**src/rtl/cache_fill_ctrl.sv**
```systemverilog
// cache_fill_ctrl: direct-mapped read-only cache controller driving valid/tag/data RAMs,
// with miss fill over a memory req/ack handshake and whole-cache invalidation.
module cache_fill_ctrl #(
    parameter int INDEX_W = 6,
    parameter int TAG_W   = 8,
    parameter int DATA_W  = 32
) (
    input  logic                     Clk,
    input  logic                     Reset,
    input  logic                     CpuReq,
    input  logic [TAG_W+INDEX_W-1:0] CpuAddr,
    output logic                     CpuReady,
    output logic [DATA_W-1:0]        CpuData,
    input  logic                     FlushReq,
    output logic                     FlushDone,
    output logic [INDEX_W-1:0]       VAddress,
    output logic                     VValidIn,
    output logic                     VWrite,
    output logic                     VReset,
    input  logic                     VValidOut,
    output logic [TAG_W-1:0]         TagIn,
    output logic                     TagWrite,
    input  logic [TAG_W-1:0]         TagOut,
    output logic [DATA_W-1:0]        DataIn,
    output logic                     DataWrite,
    input  logic [DATA_W-1:0]        DataOut,
    output logic                     MemReq,
    output logic [TAG_W+INDEX_W-1:0] MemAddr,
    input  logic                     MemAck,
    input  logic [DATA_W-1:0]        MemData
);
    localparam int AW = TAG_W + INDEX_W;

    typedef enum logic [2:0] {INIT, IDLE, READ, COMPARE, MISS, FILL, DONE, FLUSH} state_t;

    state_t            state, state_nx;
    logic [AW-1:0]     addr_q;
    logic [DATA_W-1:0] fill_q;
    logic              hit;

    assign VAddress = addr_q[INDEX_W-1:0];
    assign TagIn    = addr_q[AW-1:INDEX_W];
    assign MemAddr  = addr_q;
    assign DataIn   = fill_q;
    assign hit      = VValidOut && (TagOut == addr_q[AW-1:INDEX_W]);

    always_ff @(posedge Clk or posedge Reset) begin
        if (Reset) begin
            state  <= INIT;
            addr_q <= '0;
            fill_q <= '0;
        end else begin
            state <= state_nx;
            if (state == IDLE && !FlushReq && CpuReq)
                addr_q <= CpuAddr;
            if (state == MISS && MemAck)
                fill_q <= MemData;
        end
    end

    // Every strobe is a pure decode of the state, so reset silences MemReq at once.
    always_comb begin
        state_nx  = state;
        CpuReady  = 1'b0;
        CpuData   = '0;
        FlushDone = 1'b0;
        VValidIn  = 1'b0;
        VWrite    = 1'b0;
        VReset    = 1'b0;
        TagWrite  = 1'b0;
        DataWrite = 1'b0;
        MemReq    = 1'b0;
        case (state)
            INIT: begin
                VReset   = 1'b1;
                state_nx = IDLE;
            end
            IDLE:    state_nx = FlushReq ? FLUSH : (CpuReq ? READ : IDLE);
            READ:    state_nx = COMPARE;
            COMPARE: begin
                CpuReady = hit;
                CpuData  = hit ? DataOut : '0;
                state_nx = hit ? IDLE : MISS;
            end
            MISS: begin
                MemReq   = 1'b1;
                state_nx = MemAck ? FILL : MISS;
            end
            FILL: begin
                VWrite    = 1'b1;
                VValidIn  = 1'b1;
                TagWrite  = 1'b1;
                DataWrite = 1'b1;
                state_nx  = DONE;
            end
            DONE: begin
                CpuReady = 1'b1;
                CpuData  = fill_q;
                state_nx = IDLE;
            end
            FLUSH: begin
                VReset    = 1'b1;
                FlushDone = 1'b1;
                state_nx  = IDLE;
            end
            default: state_nx = INIT;
        endcase
    end
endmodule

```
**config.mk**
```make
export PLATFORM = sky130hd
export DESIGN_NAME = cache_fill_ctrl
export DESIGN_NICKNAME = d
export VERILOG_FILES = /design/src/rtl/cache_fill_ctrl.sv
export SDC_FILE = /design/constraint.sdc
export NUM_CORES = 1
export LEC_CHECK = 0
export CELL_PAD_IN_SITES_DETAIL_PLACEMENT = 1
export CELL_PAD_IN_SITES_GLOBAL_PLACEMENT = 1
export CORE_ASPECT_RATIO = 1.4
export CORE_MARGIN = 2
export CORE_UTILIZATION = 24
export DETAILED_ROUTE_END_ITERATION = 6
export PLACE_DENSITY = 0.86
export SLEW_MARGIN = 20
export SYNTH_ARGS = -nofsm -noshare
export SYNTH_HDL_FRONTEND = slang
export SYNTH_SLANG_ARGS = --single-unit
```
**constraint.sdc**
```tcl
create_clock -name Clk -period 2.7 [get_ports Clk]
set_input_delay 0.675 -clock Clk [delete_from_list [all_inputs] [get_ports Clk]]
set_output_delay 0.675 -clock Clk [all_outputs]
set_load 0.1 [all_outputs]
```
[Word-level counts from Yosys, hierarchy flattened]
Index checks and enable logic that the tools add are counted.
Storage, ports and cells
  register bits: 49
  bits of input ports: 92
  logic and storage cells: 31
Cells by class
  eq/ne operators: 8
  muxes and demuxes: 12
  reductions and logical operators: 8
Operators with widths (number)
  $pmux 32 s2: 1
  $mux 32: 1
  $pmux 3 s6: 1
  $eq 3x3->1 const B: 4
  $eq 8x8->1: 1
  $eq 3x2->1 const B: 2
  $mux 3: 2
  $mux 1: 5
  $logic_and 1x1->1: 4
  $eq 3x1->1 const B: 1
  $logic_not 3->1: 1
  $reduce_or 3->1: 1
  $mux 2: 1
  $pmux 1 s2: 1
  $reduce_or 2->1: 1
  $logic_not 1->1: 1

[Longest topological paths before layout]
Gate-level depths: netlist of the first run.
  depth after elaboration: 4
  mapped depth: 6
  mapped depth without buffers: 4

[Least setup slack after synthesis of the first run]
Ideal clock, no wire load.
  path type: register to output
  from: reg addr_q[13] (netlist: MemAddr[13])
  to: out CpuData[10]
  arrival: 2.694 ns
  required time: 2.025 ns
  slack: -0.669 ns
  cell stages (with the launch flop): 6
  cell sequence: dfrtp_1 -> xnor2_1 -> nand3_1 -> nor4_4 -> buf_2 -> a22o_1
Between the ends
  word-level cells in the longest chain between the ends: 4
RTL lines
  start, declared: RTL line 37  | logic [AW-1:0] addr_q;
  start signal, assigned: RTL line 55  | addr_q <= CpuAddr;
  $eq 8x8->1: RTL line 45  | assign hit = VValidOut && (TagOut == addr_q[AW-1:INDEX_W]);
  $logic_and 1x1->1: RTL line 45
  $mux 32: RTL line 82  | CpuData = hit ? DataOut : '0;
  $pmux 32 s2: RTL line 73  | case (state)
  end, declared: RTL line 13  | output logic [DATA_W-1:0] CpuData,
Every way passes these cells.

[Worst setup path in the final report of the first run]
  from: reg addr_q[7] (netlist: MemAddr[7])
  to: out CpuData[20]
Same word-level chain as after synthesis.

==> results of run 1 <==
[flip-flops by register name, indices dropped and copies added, names as in the netlist]
| name | cells |
|---|---|
| MemAddr | 14 |
| DataIn | 32 |
| state | 3 |
[logic make-up after synthesis]
family | count (synthesis) | share of synthesized area (%)
mux | 46 | 21.93
xor+xnor | 7 | 2.437
simple gates | 22 | 5.421
buf+inv | 33 | 8.701
compound gates | 38 | 12.78
flops | 49 | 48.73
[cell type report]
cell class	count	area share (%)
multi-input cells	113	25.83
clock buffers	5	2.385
repair buffers	210	43.98
well taps	138	3.291
flip-flops and latches	49	23.90
clock inverters	3	0.4054
inverters	3	0.2146
[repair_timing]
item / in CTS / in global routing
pin swaps: 31 / 6
endpoints found under the setup margin: 33 / 33
cloned: 3 / 0
buffers inserted: 11 / 0
hold buffers: 0 / 0
gates resized for setup: 47 / 6
[routing by layer]
layer / up-vias / GRT usage (%)
met5: - / 0
met4: 0 / 6.335
met3: 15 / 3.976
met2: 93 / 35.82
met1: 1181 / 17.05
li1: 1075 / -
[metrics by stage]
stage          hold WS (ns)  instance area, um2  setup TNS (ns)  setup WS (ns)
2_1_floorplan        0.5805                2733          -1.355        -0.1623
3_3_place_gp         0.5207                4868          -14.07        -0.4618
3_5_place_dp         0.5290                4868          -14.53        -0.4669
4_1_cts              0.5454                5225          -1.954        -0.1228
5_1_grt              0.5721                5246          -5.201        -0.1840
6_report             0.5407                5246          -2.954        -0.1175
[path summary, 6_finish.rpt]
| kind | from | end | slack (ns) | cells after the start |
|---|---|---|---|---|
| setup / recovery | MemAddr[7] | CpuData[20] | -0.12 | 7 |
| hold / removal | DataIn[27] | DataIn[27] | 0.54 | 1 |
| setup reg to reg | state[2] | MemAddr[4] | 0.86 | 5 |
| hold reg to reg | DataIn[27] | DataIn[27] | 0.54 | 1 |
| max in group asynchronous | Reset | MemAddr[12] | 1.41 | 3 |
| min in group asynchronous | Reset | MemAddr[5] | 0.73 | 2 |
[cells in the mapped netlist (2+ instances only)]
| cell | n |
|---|---|
| sky130_fd_sc_hd__clkbuf_1 | 4 |
| sky130_fd_sc_hd__nand2_1 | 2 |
| sky130_fd_sc_hd__or3_1 | 2 |
| sky130_fd_sc_hd__nand3_1 | 2 |
| sky130_fd_sc_hd__buf_2 | 3 |
| sky130_fd_sc_hd__nand2b_1 | 3 |
| sky130_fd_sc_hd__dfrtp_1 | 49 |
| sky130_fd_sc_hd__xnor2_1 | 7 |
| sky130_fd_sc_hd__inv_1 | 2 |
| sky130_fd_sc_hd__mux2_4 | 9 |
| sky130_fd_sc_hd__or2_1 | 2 |
| sky130_fd_sc_hd__and3_1 | 2 |
| sky130_fd_sc_hd__buf_6 | 2 |
| sky130_fd_sc_hd__nor3_1 | 2 |
| sky130_fd_sc_hd__mux2_2 | 36 |
| sky130_fd_sc_hd__buf_4 | 20 |
| sky130_fd_sc_hd__nor2_1 | 3 |
| sky130_fd_sc_hd__a22o_1 | 32 |
[worst reg2reg max path: cells and delay by family (launching register included)]
kind | cells | cell delay (ns)
buf+inv | 2 | 0.39
flops | 1 | 0.38
mux | 1 | 0.33
simple gates | 2 | 0.64
==> metrics list, run 1 <==
- The min-delay analysis places its worst path in the category reg2reg.
- Final slew viol count: 0
- Placer's final routability congestion estimate: 0.6890
* Number of storage elements in the synthesis netlist: 49
- Initial cell density of the core: 24.44%
* # nets final: 474
- Total routing resource utilization after global routing: 17.73%
* Maximum number of pins on one net before global-route repair: 34
* Cell taking the most area after synthesis: sky130_fd_sc_hd__dfrtp_1
- The count of nets left with antenna violations once routing finished came out at 0.
- Number of remaining DRC errors: 0
- Final count of hold timing violations: 0
- Ranked by total cell area, the synthesized netlist is headed by sky130_fd_sc_hd__dfrtp_1, sky130_fd_sc_hd__mux2_2, sky130_fd_sc_hd__a22o_1.
- Of the synthesized area, sequential elements account for 48.73%.
- Diode insertion count for antenna repair: 0
- The first detailed-routing pass took 4 iterations.
- Crit path time final: 2.817 ns
- The worst setup path is of the reg2out kind.
- Setup repair after global routing could not meet its margin everywhere.
* Highest metal used: met4
- After clock tree synthesis, the clock-pin slew on the worst setup and hold paths is 0.07 ns.
- Die Outline Area: 11,330 um2
* Total setup violations reported at the end of the flow: 33
- Total of buffers placed on input and output ports: 191
- Horiz. Die Dim: 90.54 um
- The initial antenna violation count is 0.
- After filler insertion, the fill cell instance count of the layout stands at 1,074.
* Largest fanout of any net on the critical path: 7
* Top-area cell type share of the netlist area: 48.73%
- For this run, the top clock speed supported by timing is 0.3549 GHz.
- CTS tree: yes
- Met2 wire len: 6.058 mm
- Crit end category: output pin
- Via count: 2,364
* Clk_lat worst skew: 0.29 ns
* Synthesized area per cell: 12.90 um2
- Of the available clock period, the critical path in the final layout requires 104.4%.
* Data arrival, critical path: 2.14 ns
- Wires add up to 10.13 mm.
* Post-synthesis net count: 287
- For the worst setup path, the data required time is 2.03 ns.
- For this run the aggregate overflow at the end of global routing stands at 0.
- Among all flip-flop cells after synthesis, the most frequent one is sky130_fd_sc_hd__dfrtp_1.
- Ys async rst share: 100.0%
- In this run, synthesis inferred 0 flip-flops with an integrated enable.
- Area of the multi-input gates: 1355 um2
- Clock Path Buffers: 2
* Total of warnings raised by yosys: 0
- After legalization and detailed placement, the total HPWL measured 7.555 mm.
* Wirelength per Cell: 19.45 um
- Least-Margin Pin Slew: 0.5066 ns
- Synthesized netlist cell count: 195
- Slowest-stage cell, CP: sky130_fd_sc_hd__dfrtp_4
- Among cell families on the critical path, the largest total delay comes from buffers and inverters.
- Post-synthesis cell type count: 31
* Commonest cells after routing, fill and taps aside: sky130_fd_sc_hd__clkdlybuf4s50_1, sky130_fd_sc_hd__buf_4, sky130_fd_sc_hd__dfrtp_1
- Number of max-cap violations: 0
- The initialized floorplan defines 44 standard-cell rows.
- Summing every instance area after synthesis gives 2516 um2.
- Critical Path Start Type: flop
* Largest stage delay on the critical path: 0.49 ns
- Global-route wire length before repair: 15.59 mm
- Final worst setup slack: -0.1175 ns
* Cell total after placement: 500
- In this design, the critical path's most frequently occurring cell is sky130_fd_sc_hd__buf_12.
* Fin util: 50.96%
* Number of global-route vias before repair: 2,726
- Relative to the synthesized area, the layout overhead comes to 108.5%.
- Routed length on met3: 544 um
- The run finished, with violations left.
- The worst pin sits at a relative slew slack of 66.17%.
- Number of DRC markers in iteration 0: 62
- Cell Chain, Critical Path: xnor2_2 > o2111ai_2 > nor4_4 > buf_6 > buf_12 > a22o_2 > buf_12
* Violated checks: setup timing
- Total clock buffers created by CTS: 5
- The number of buffers and inverters on the critical path is 3.
- In the routed layout, each cell is associated on average with a via count of 4.537.
- Registers take 1254 um2.
* Ratio of cells with drive above 1 in the final layout: 61.62%
- For this run, the number of standard cells in the final layout without fillers is 521.
- The total area inside the core boundary comes to 10,290 um2.
* Number of clock sinks: 49
- The die is 125.2 um tall.
- Routed met1 length: 3.286 mm
- The H-tree was split into 2 levels.
- CTS Root Cell: sky130_fd_sc_hd__clkbuf_16
- On the final layout, the worst clock skew is 0.004767 ns.
* Top Ports: 192
- Leaving out fill and tap cells, the most frequent cell in the layout is sky130_fd_sc_hd__clkdlybuf4s50_1.
Power of run 1 is left out: the tool's default activity adds up to more than one toggle a clock period on the data nets, which glitch-free logic cannot reach.
==> run 2, diff against run 1 <==
--- a/config.mk
+++ b/config.mk
@@ -5,12 +5,14 @@
 export SDC_FILE = /design/constraint.sdc
 export NUM_CORES = 1
 export LEC_CHECK = 0
+export CAP_MARGIN = 10
 export CELL_PAD_IN_SITES_DETAIL_PLACEMENT = 1
 export CELL_PAD_IN_SITES_GLOBAL_PLACEMENT = 1
 export CORE_ASPECT_RATIO = 1.4
 export CORE_MARGIN = 2
 export CORE_UTILIZATION = 24
 export DETAILED_ROUTE_END_ITERATION = 6
+export GPL_TIMING_DRIVEN = 0
 export PLACE_DENSITY = 0.86
 export SLEW_MARGIN = 20
 export SYNTH_ARGS = -nofsm -noshare
==> metrics list, run 2 (synthesis results as in run 1) <==
- Horiz. Die Dim: 90.54 um
* Total number of cells along the worst setup path: 8
* Total clock buffers created by CTS: 5
- Setup repair after global routing could not meet its margin everywhere.
- The wire-length estimate of the detail-placed layout is 7.714 mm.
- After global routing the overflow that remains totals 0.
- Clock Path Buffers: 2
- The initial antenna violation count is 0.
- The number of antenna diodes in the final layout is 0.
- Based on the critical path, the design can be clocked at up to 0.3550 GHz.
- Row Count: 44
* Path type of the worst setup path: reg2out
- Measured against its own limit, the worst slew margin works out to 31.19%.
- Height of the die: 125.2 um
- Number of routed nets with antenna violations: 0
- Leaving out fill and tap cells, the most frequent cell in the layout is sky130_fd_sc_hd__clkdlybuf4s50_1.
* Fin Hold WS: 0.5556 ns
* Number of max-cap violations: 0
- The routed design has 11.27 mm of wire.
- Number of clock sinks: 49
- Skew final: 0.006762 ns
- Top Ports: 192
- Fill count: 1,022
* Number of DRC markers in iteration 0: 44
- The total count of max-transition violations in the final report came to 0.
- The register with the most flip-flops in the layout has 32 of them.
* Crit end category: output pin
- In this run the worst path has a maximum fanout of 7.
- Among all stages on the critical path, the largest delay is contributed by sky130_fd_sc_hd__dfrtp_1.
* Commonest cells after routing, fill and taps aside: sky130_fd_sc_hd__clkdlybuf4s50_1, sky130_fd_sc_hd__dfrtp_1, sky130_fd_sc_hd__mux2_2, sky130_fd_sc_hd__buf_12, sky130_fd_sc_hd__buf_4
- Most repeated library cell on the critical path: sky130_fd_sc_hd__buf_12
* R2R Setup Slk: 0.71 ns
- Dpl cell area: 4845 um2
- Number of global-route vias before repair: 2,902
- Cells fill 55.34% of the core in the end.
- # nets final: 503
- Cell Chain, Critical Path: nand2b_4 > or2_4 > nor4_4 > buf_6 > buf_12 > buf_8 > a22o_4 > buf_12
- Crit path time final: 2.817 ns
* Type of the most critical hold path: reg2reg
* Maximum number of pins on one net before global-route repair: 28
* Detailed Routing Iterations Pass 1: 4
- The initial utilization of the core area, before any placement, comes to 24.44%.
- Startpoint of the worst setup timing path: state[2]
- CP required: 2.03 ns
- Total of buffers placed on input and output ports: 191
- Last element of the critical path: CpuData[31]
* Least-Margin Pin Slew: 1.029 ns
- Total routing resource utilization after global routing: 19.71%
- Largest stage delay on the critical path: 0.41 ns
- Area delta synth->final: 126.4%
- Final worst setup slack: -0.1166 ns
- Via count: 2,529
- Routability-driven placement finished with a final weighted congestion of 0.7178.
- Instance count along the most critical hold path: 1
* Critical Path Start Type: flop
- Of the cells placed in the final design, the portion with a size suffix greater than 1 is 50.24%.
* CTS tree: yes
- Total setup violations reported at the end of the flow: 29
* Post-route standard cell area excluding fillers: 5697 um2
- CTS Root Cell: sky130_fd_sc_hd__clkbuf_16
* Cells on worst reg2reg path: 7
- Dividing the detail-routed via count by the number of cells gives 4.598.
* Global-route wire length before repair: 17.06 mm
- The kind of cell with the highest combined delay along the critical path is simple AND/OR/NAND/NOR gates.
- After clock tree synthesis, the clock-pin slew on the worst setup and hold paths is 0.07 ns.
* Launch point of the worst reg-to-reg path: state[2]
- The number of hold-slack violations in the final timing report came to 0.
* Ratio of final minimum period to clock period: 104.3%
* Clk_lat worst skew: 0.29 ns
- The flow ran to the end, but the final reports show violations.
- Dividing the detail-routed wire length by the instance count gives 20.50 um.
* Number of remaining DRC errors: 0
* Data arrival, critical path: 2.14 ns
- CTS built an H-tree with a depth of 2.
- Worst setup slack after placement: -1.755 ns
* Violated checks: setup timing
- The die covers 11,330 um2.
- CP bufs+invs: 4
- Capture instance of the worst register-to-register path: MemAddr[5]
- Area of the core: 10,290 um2
-- run 2: timing repair --
item	in CTS	in global routing
hold buffers	0	0
setup endpoints to repair	40	34
pin swaps	39	7
resized for setup	389	7
buffers inserted	10	7
cloned	3	0
-- run 2: how the worst min path moves through the flow --
stage                from    endpoint
2_1_floorplan    state[1]    state[1]
6_report       MemAddr[0]  MemAddr[0]
5_1_grt         DataIn[5]   DataIn[5]
4_1_cts         DataIn[5]   DataIn[5]
3_5_place_dp    DataIn[7]   DataIn[7]
3_3_place_gp    DataIn[5]   DataIn[5]
-- run 2: per-stage QoR --
stage / cells / setup TNS (ns)
after global placement: 524 / -65.18
final: 550 / -2.201
after global routing: 550 / -3.919
after floorplan: 195 / -1.355
after CTS: 546 / -2.155
after detailed placement: 525 / -54.94
-- run 2: worst register-to-register path, delay by kind of cell, from the launching register on --
family	cells	cell delay [ns]
buffers and inverters	4	0.58
flip-flops	1	0.41
multiplexers	1	0.31
AND/OR/NAND/NOR	2	0.58
-- run 2: cell type report --
class,count,area [um2],area share [%]
flip-flops and latches,49,1254,22.01
plain buffers,29,250.2,4.393
clock buffers,8,146.4,2.570
inverters,3,11.26,0.1977
multi-input cells,113,1426,25.04
well taps,138,172.7,3.031
repair buffers,210,2436,42.76
-- run 2: per-layer routing --
metal  wire (um)  global-route usage [%]
met4         347                   7.964
met2        6732                   39.90
met3         575                   3.735
met5           0                       0
met1        3618                   18.95
Power of run 2 is left out for the same reason.
